<file path="src/rtl/async_fifo_top.sv">
// async_fifo_top: single-clock FIFO with gray pointers, two-flop pointer synchronisers and registered full/empty flags
module async_fifo_top #(
   parameter int DATA_WIDTH = 8,
   parameter int ADDR_WIDTH = 3
) (
   input  logic                  clock,
   input  logic                  reset,
   input  logic [DATA_WIDTH-1:0] write_data,
   input  logic                  write_enable,
   input  logic                  read_enable,
   output logic [DATA_WIDTH-1:0] read_data,
   output logic                  write_full,
   output logic                  read_empty
);
   localparam int A = ADDR_WIDTH;
   logic [A:0] wbin_q, wbin_d, rbin_q, rbin_d, wptr_q, wptr_d, rptr_q, rptr_d;
   logic [A:0] rq1_wptr_q, rq2_wptr_q, wq1_rptr_q, wq2_rptr_q;
   logic full_q, full_d, empty_q, empty_d, push, pop;
   logic [DATA_WIDTH-1:0] mem_q [0:(1<<A)-1];
   always_comb begin
      push    = write_enable && !full_q;
      pop     = read_enable && !empty_q;
      wbin_d  = wbin_q + {{A{1'b0}}, push};
      rbin_d  = rbin_q + {{A{1'b0}}, pop};
      wptr_d  = wbin_d ^ (wbin_d >> 1);
      rptr_d  = rbin_d ^ (rbin_d >> 1);
      empty_d = rptr_d == rq2_wptr_q;
      full_d  = wptr_d == {~wq2_rptr_q[A:A-1], wq2_rptr_q[A-2:0]};
   end
   always_ff @(posedge clock) begin
      if (reset) begin
         wbin_q     <= '0;
         rbin_q     <= '0;
         wptr_q     <= '0;
         rptr_q     <= '0;
         rq1_wptr_q <= '0;
         rq2_wptr_q <= '0;
         wq1_rptr_q <= '0;
         wq2_rptr_q <= '0;
         full_q     <= 1'b0;
         empty_q    <= 1'b1;
      end else begin
         wbin_q     <= wbin_d;
         rbin_q     <= rbin_d;
         wptr_q     <= wptr_d;
         rptr_q     <= rptr_d;
         rq1_wptr_q <= wptr_q;
         rq2_wptr_q <= rq1_wptr_q;
         wq1_rptr_q <= rptr_q;
         wq2_rptr_q <= wq1_rptr_q;
         full_q     <= full_d;
         empty_q    <= empty_d;
      end
   end
   // storage is deliberately left out of reset
   always_ff @(posedge clock) begin
      if (push && !reset) mem_q[wbin_q[A-1:0]] <= write_data;
   end
   assign read_data  = mem_q[rbin_q[A-1:0]];
   assign write_full = full_q;
   assign read_empty = empty_q;
endmodule

</file>
<file path="config.mk">
export PLATFORM = sky130hd
export DESIGN_NAME = async_fifo_top
export DESIGN_NICKNAME = d
export VERILOG_FILES = /design/src/rtl/async_fifo_top.sv
export SDC_FILE = /design/constraint.sdc
export NUM_CORES = 1
export LEC_CHECK = 0
export CAP_MARGIN = 20
export CORE_MARGIN = 5
export CORE_UTILIZATION = 60
export CTS_BUF_LIST = sky130_fd_sc_hd__clkbuf_16
export CTS_CLUSTER_DIAMETER = 200
export DETAILED_ROUTE_END_ITERATION = 8
export GPL_TIMING_DRIVEN = 0
export MAX_ROUTING_LAYER = met4
export PLACE_DENSITY = 0.8
export RECOVER_POWER = 50
export SLEW_MARGIN = 5
export SYNTH_ARGS = -nofsm -noshare
export SYNTH_HDL_FRONTEND = slang
export SYNTH_SLANG_ARGS = --single-unit
</file>
<file path="constraint.sdc">
create_clock -name clock -period 5.62 [get_ports clock]
set_clock_uncertainty 0.15 [all_clocks]
set_input_delay 1.124 -clock clock [delete_from_list [all_inputs] [get_ports clock]]
set_output_delay 1.124 -clock clock [all_outputs]
set_load 0.005 [all_outputs]
</file>
== After elaboration in Yosys (flattened, before gate mapping) ==
Memories as Yosys holds them, arrays and structs flattened. A register that Yosys moved wholly into a read port is not among the register bits.
Cells that the tools add are included.

* Add/sub/neg operators: 2
* Eq/ne operators: 2
* Mux-type cells: 3
* Bitwise gates (word level): 3
* Reductions and logical operators: 6

{| class="wikitable"
|+ Operators with widths
! kind !! count
|-
| 4-bit by 1-bit adder with 4-bit output || 2
|-
| 4-bit equality test || 2
|-
| 4-bit by 3-bit XOR with 4-bit output || 2
|-
| 1-bit logical AND || 3
|-
| 1-bit logical NOT || 3
|-
| 3-bit 2-to-1 mux || 1
|-
| 1-bit 2-to-1 mux || 2
|-
| 2-bit inverter || 1
|}

* Register bits after elaboration: 34
* Memory bits (writable): 64
* Bits of input ports: 12
* Logic and storage cells: 27
* Memories kept: 1

{| class="wikitable"
|+ Memory list
! memory !! depth !! bits a word !! rd ports !! clocked after Yosys merged registers in !! wr ports !! RTL line !! RTL
|-
| mem_q || 8 || 8 || 1 || 1 || 1 || 19 || <nowiki>logic [DATA_WIDTH-1:0] mem_q [0:(1<<A)-1];</nowiki>
|}

== Longest topological paths before layout ==
Gate-level depths: netlist of the first run.

* Word-level depth: 5
* Gate-level depth with buffers: 8
* Gate-level depth less buffers: 8

== Least setup slack after synthesis of the first run ==
Ideal clock, no wire load.

* Kind: in2reg
* Start: in write_enable
* End: mem mem_q[0][0] (enable)
* Setup time: 383 ps
* Data arrival time: 2159 ps
* Data required time: 5087 ps
* Setup slack: 2928 ps
* Cell stages on the path: 3
* Buffers on the path: 0
* Path through: nand2b_1 -> or3_1 -> nor3_1

* Word-level cells in the longest chain between the ends: 4

{| class="wikitable"
|+ RTL lines
! element !! RTL line !! RTL
|-
| start, declared || 9 || <nowiki>input logic write_enable,</nowiki>
|-
| 1-bit logical AND || 21 || <nowiki>push = write_enable && !full_q;</nowiki>
|-
| 1-bit logical AND || 57 || <nowiki>if (push && !reset) mem_q[wbin_q[A-1:0]] <= write_data;</nowiki>
|-
| 1-bit 2-to-1 mux || 57 ||
|-
| 1-bit 2-to-1 mux (implied by the code) || 57 ||
|-
| end, declared || 19 ||
|}

Every way passes these cells.

==> impl_metrics.py, run 1 <==
metrics = {
    "placement": {
        "place_inst": 311,
        "dpl_worst_slack_ns": 2.158,
        "hpwlAfterDp_um": 4035,
        "gp_congestion": 0.7660,
        "dpl_cell_area_um2": 4020,
        "portBuffers": 21,
    },
    "timing": {
        "worst_slew_pin_slew_ns": 0.9237,
        "timing.fmax_ghz": 0.2644,
        "finalWorstPathRequiredPeriod_ns": 3.782,
        "fin_crit_sh": 0.6729,
        "finalSetupTns_ns": 0,
        "rsz0062_at_grt": "no",
        "slew_headroom": 0.3819,
        "timing_hold_violations_final": 0,
        "finalSetupViolCount": 0,
        "worst_slack_ns": 1.838,
        "slew_viol_final": 0,
    },
    "clocking": {
        "cts.reportedPaths.clkPinSlew_ns": 0.06,
        "clockBufferDepth": 2,
        "post_cts_resized": 0,
        "clock_latency_ns": 0.33,
        "htree_num_levels": 3,
        "postCtsSetupRepairBufs": 0,
        "cts_tree": "done",
        "ctsRootBufferMaster": "clkbuf_16",
        "cts_sinks": 96,
        "cts_buffers": 9,
        "cts_hold_buffers": 0,
    },
    "global_routing": {
        "grtUsageMet1": 0.2309,
        "gr-usage-met2": 0.2835,
        "grt_pass1_vias": 1883,
        "grtUsageMet3": 0.06238,
        "grt_pass1_wl_um": 9908,
        "overflow": 0,
        "top_usage_layer": "met2",
        "antenna_found_initial": 0,
        "grt_max_degree": 16,
        "track_usage": 0.1862,
    },
    "synthesis": {
        "synth_common_cells": "edfxtp_1, dfxtp_1, nor2b_1, nor2_1, mux4_1",
        "synth_compound_area_frac": 0.004054,
        "synth-xor-area-share": 0.04527,
        "synth_top_family_by_area": "multiplexers",
        "synth.distinct_cells": 27,
        "synth.top_cell.area_share": 0.5189,
        "synth_area_leaders": "edfxtp_1, dfxtp_1, mux4_1",
        "synthAdderAreaFrac": 0.01351,
        "synth_area_um2": 3704,
        "synth_seq_area_share": 0.6919,
        "synth_simple_gate_area_frac": 0.07905,
        "postSynthAreaPerCell_um2": 17.39,
        "async_flop_share": 0,
        "synth_area_leader_cell": "edfxtp_1",
        "ys.flop_type": "edfxtp_1",
        "synth_most_common_cell": "edfxtp_1",
        "netlist_instances": 213,
        "ys_warn_count": 0,
        "synth_edf_count": 64,
        "synth-seq-cells": 96,
        "muxShareOfSynthArea": 0.1480,
        "syn_nets": 229,
    },
    "detailed_routing": {
        "drt-wirelength-per-cell_um": 19.10,
        "detail-route-antenna-nets": 0,
        "via_count": 1782,
        "drtIter0Drc": 140,
        "drt-total-wl_um": 6247,
        "vias_per_cell": 5.450,
        "drcViolationCount": 0,
        "drt-pass1-iter-count": 4,
    },
    "floorplanning": {
        "die_area_um2": 7844,
        "die_x_um": 88.57,
        "start_util": 0.6218,
        "dieHeight_um": 88.57,
        "rows": 28,
        "io_pins": 22,
        "core_area_um2": 5956,
    },
    "cells_and_area": {
        "drive_above_1_share": 0.1349,
        "diodes": 0,
        "area_growth_pct": 16.96,
        "final_core_util": 0.7273,
        "nNetsFinal": 263,
        "final_cells": 327,
        "stdcell_area_um2": 4332,
    },
    "setup_path": {
        "end_kind": "primary output",
        "worstPathRequired_ns": 4.35,
        "path_class": "reg2out",
        "cp.arrival_ns": 2.51,
        "worstSetupStartpointType": "flop",
        "cp_max_fo": 10,
    },
    "power_and_ir_drop": {
        "p_leak_nw": 1.516,
        "power.density_nw_per_um2": 343.3,
        "peakVddDrop_v": 0.0002771,
    },
    "min_path": {
        "hp-class": "reg2reg",
    },
    "run_status": {
        "status": "complete, no violations",
    },
    "job": {
        "drv_cap": 0,
    },
}
==> worst paths after layout <==
| kind | from | end | slack (ns) | cells after the start |
|---|---|---|---|---|
| setup / recovery | rbin_q[1] | read_data[5] | 1.84 | 5 |
| hold / removal | wq1_rptr_q[0] | wq2_rptr_q[0] | 0.29 | 1 |
| setup reg to reg | write_full | mem_q[4][7] | 3.53 | 3 |
| hold reg to reg | wq1_rptr_q[0] | wq2_rptr_q[0] | 0.29 | 1 |
==> routing by layer <==
layer	part of all wire	routed length (µm)	vias up
met5	0	0	-
met4	0.017	106	0
met3	0.070	436	9
met2	0.48	2972	52
met1	0.44	2732	858
li1	-	-	863
==> final cells by class <==
cell class                      instances  area, µm²
Buffer                                  9      63.81
Clock buffer                            9      225.2
Clock inverter                          7      86.33
Fill cell                             375       1624
Inverter                                1      3.754
Multi-Input combinational cell        107       1074
Sequential cell                        96       2562
Tap cell                               75      93.84
Timing Repair Buffer                   23      222.7
==> critical path, cell delays in order (launching register included) <==
cell             delay, ns
dfxtp_1               0.33
clkbuf_1              0.40
buf_2                 0.36
mux4_1                0.34
mux2_2                0.29
clkdlybuf4s50_1       0.47
==> state kept, by name, summed over array words and instances (netlist names) <==
signal	cells
wbin_q	4
wq2_rptr_q	4
wptr_q	3
wq1_rptr_q	4
write_full	1
read_empty	1
rq1_wptr_q	4
rbin_q	4
rq2_wptr_q	4
mem_q	64
rptr_q	3
==> report_power, final <==
group | internal [mW] | switching [mW]
clock | 0.385 | 0.241
combinational | 0.0479 | 0.0408
sequential | 0.767 | 0.00503
==> per-stage QoR <==
| step | power (mW) | hold WS [ns] |
|---|---|---|
| finish | 1.487 | 0.2899 |
| global route | 1.538 | 0.2972 |
| CTS | 1.500 | 0.2905 |
| detailed placement | 0.8774 | 0.2762 |
| global placement | 0.8726 | 0.2666 |
| floorplan | 0.8390 | 0.2638 |
==> cell usage in the layout (no fill, tap or decap), types with 2 or more instances in the layout <==
cell type,instances
xnor2_1,9
nor3_1,2
nor2_1,18
bufinv_16,2
mux2i_1,3
clkbuf_1,4
nor2b_1,23
nand3_1,2
clkbuf_16,9
ha_1,4
clkinv_2,3
buf_4,2
mux2_2,9
xor2_1,7
clkdlybuf4s50_1,10
dfxtp_1,32
edfxtp_1,64
nand2b_1,4
mux4_1,15
dlygate4sd3_1,11
nand2_1,4
buf_2,3
==> kinds of logic (layout without fill, tap and decap cells) <==
logic type               after synthesis  after routing
adder cells (fa/ha/maj)                4              4
flip-flops                            96             96
multiplexers                          28             28
AND/OR/NAND/NOR                       56             56
buffers and inverters                 10             49
XOR/XNOR                              17             17
AO/OA/AOI/OAI                          2              2
(Power assumes the default switching activity.)
==> inputs of run 2 (changes only) <==
--- a/config.mk
+++ b/config.mk
@@ -7,13 +7,13 @@
 export LEC_CHECK = 0
 export CAP_MARGIN = 20
 export CORE_MARGIN = 5
-export CORE_UTILIZATION = 60
+export CORE_UTILIZATION = 58
 export CTS_BUF_LIST = sky130_fd_sc_hd__clkbuf_16
 export CTS_CLUSTER_DIAMETER = 200
 export DETAILED_ROUTE_END_ITERATION = 8
 export GPL_TIMING_DRIVEN = 0
 export MAX_ROUTING_LAYER = met4
-export PLACE_DENSITY = 0.8
+export PLACE_DENSITY = 0.78
 export RECOVER_POWER = 50
 export SLEW_MARGIN = 5
 export SYNTH_ARGS = -nofsm -noshare
==> constraint.sdc (replaced) <==
create_clock -name clock -period 3.6 [get_ports clock]
set_clock_uncertainty 0.15 [all_clocks]
set_input_delay 0.72 -clock clock [delete_from_list [all_inputs] [get_ports clock]]
set_output_delay 0.72 -clock clock [all_outputs]
set_load 0.005 [all_outputs]
==> run 2 against run 1 <==
Against the previous run: non-clock buffer count unchanged; count of clock-buffer cells in the layout rose by 1; critical endpoint is now read_data[4]; highest routed layer unchanged; register-to-register slack worse by 2.1 ns; critical path type unchanged; largest power group unchanged.
==> impl_metrics.py, run 2 (synthesis results as in run 1) <==
metrics = {
    "run_status": {
        "status": "complete, no violations",
    },
    "floorplanning": {
        "start_util": 0.5900,
        "io_pins": 22,
        "die_x_um": 89.91,
        "core_area_um2": 6277,
        "die_area_um2": 8084,
        "rows": 29,
        "dieHeight_um": 89.91,
    },
    "global_routing": {
        "antenna_found_initial": 0,
        "overflow": 0,
        "grt_max_degree": 15,
        "track_usage": 0.1635,
        "grt_pass1_wl_um": 9756,
        "grt_pass1_vias": 1828,
    },
    "clocking": {
        "postCtsSetupRepairBufs": 0,
        "cts_buffers": 9,
        "cts_tree": "done",
        "ctsRootBufferMaster": "clkbuf_16",
        "post_cts_resized": 0,
        "cts.reportedPaths.clkPinSlew_ns": 0.06,
        "cts_hold_buffers": 0,
        "htree_num_levels": 3,
        "cts_sinks": 96,
        "clock_latency_ns": 0.33,
        "clockBufferDepth": 2,
    },
    "cells_and_area": {
        "layout_commonest_cell": "edfxtp_1",
        "drive_above_1_share": 0.1310,
        "nNetsFinal": 263,
        "area_growth_pct": 16.11,
        "filler_cell_count": 438,
        "diodes": 0,
        "final_cell_mix": "edfxtp_1, dfxtp_1, nor2b_1, nor2_1, mux4_1",
        "multi_input_area_um2": 1074,
        "regArea_um2": 2562,
        "largest_reg_flops": 64,
    },
    "detailed_routing": {
        "drcViolationCount": 0,
        "drt-total-wl_um": 6073,
        "drt-pass1-iter-count": 4,
        "routed.top_layer": "met4",
        "via_count": 1768,
        "route.met2.wl_um": 2955,
        "met1_length_um": 2761,
        "routed-wl-met3_um": 243,
        "detail-route-antenna-nets": 0,
        "drt-wirelength-per-cell_um": 18.46,
        "vias_per_cell": 5.374,
        "drtIter0Drc": 123,
    },
    "setup_path": {
        "worstPathRequired_ns": 2.73,
        "worstSetupStartpointType": "flop",
        "cp_slowest_cell": "clkdlybuf4s50_1",
        "end_kind": "primary output",
        "path_class": "reg2out",
        "cp.arrival_ns": 2.47,
        "cp_cell_sequence": "clkbuf_1 > buf_2 > mux4_1 > mux2_2 > clkdlybuf4s50_1",
        "cp_max_fo": 10,
        "cpPeakStageDelay_ns": 0.45,
    },
    "power_and_ir_drop": {
        "internal_power_mw": 1.771,
        "p_sw_frac": 0.1977,
        "p_comb_frac": 0.062,
        "p_sw_uw": 436.3,
        "power.density_nw_per_um2": 513.3,
        "clockPowerShare": 0.392,
        "p_leak_nw": 1.514,
        "pwr-share-seq": 0.546,
        "peakVddDrop_v": 0.0003594,
    },
    "placement": {
        "hpwlAfterDp_um": 3871,
        "gp_congestion": 0.6868,
        "portBuffers": 21,
    },
    "job": {
        "drv_cap": 0,
    },
    "timing": {
        "fin_crit_sh": 0.9269,
        "rsz0062_at_grt": "no",
        "slew_viol_final": 0,
        "finalSetupViolCount": 0,
        "timing_hold_violations_final": 0,
        "hold_ws_ns": 0.2845,
        "timing.fmax_ghz": 0.2997,
        "finalSetupTns_ns": 0,
        "worst_slew_pin_slew_ns": 1.003,
        "finalWorstPathRequiredPeriod_ns": 3.337,
        "slew_headroom": 0.3290,
    },
    "min_path": {
        "hp-class": "reg2reg",
    },
}
run 2: power by group through the flow:
stage	sequential (mW)	clock (mW)	combinational, mW
5_1_grt	1.21	0.933	0.148
4_1_cts	1.21	0.878	0.141
3_5_place_dp	1.23	0	0.139
3_3_place_gp	1.23	0	0.134
6_report	1.21	0.866	0.136
2_1_floorplan	1.23	0	0.0821
run 2: layout make-up:
type                            count  share of cell area
Clock inverter                      6            0.005819
Sequential cell                    96              0.5959
Buffer                              9             0.01484
Clock buffer                       10             0.05819
Multi-Input combinational cell    107              0.2496
Timing Repair Buffer               23             0.05237
Tap cell                           77             0.02240
Inverter                            1           0.0008729
run 2: per-layer routing:
metal / vias up / track usage
met5: - / -
met4: 0 / 0.07072
met3: 11 / 0.03506
met2: 35 / 0.2506
met1: 859 / 0.2127
li1: 863 / -
run 2: critical path, delay by kind of cell, from the launching register on:
family / cells / cell delay, ns
buffers and inverters: 3 / 1.16
flip-flops: 1 / 0.33
multiplexers: 2 / 0.64
run 2: path summary, 6_finish.rpt:
check,cells past startpoint,end,start,slack (ns)
setup / recovery,5,read_data[4],rbin_q[1],0.26
hold / removal,1,wq2_rptr_q[0],wq1_rptr_q[0],0.28
hold reg to reg,1,wq2_rptr_q[0],wq1_rptr_q[0],0.28
setup reg to reg,4,mem_q[0][5],write_full,1.39
run 2: stage by stage:
stage / area (µm²) / worst slack, ns / utilization / cells / total power, mW
5_1_grt: 4300 / 0.1692 / 0.6851 / 329 / 2.287
3_3_place_gp: 4010 / 0.3419 / 0.6388 / 311 / 1.362
4_1_cts: 4300 / 0.2063 / 0.6851 / 329 / 2.224
2_1_floorplan: 3704 / 1.312 / - / 213 / 1.310
6_report: 4300 / 0.2631 / 0.6851 / 329 / 2.207
3_5_place_dp: 4025 / 0.4835 / 0.6412 / 313 / 1.368
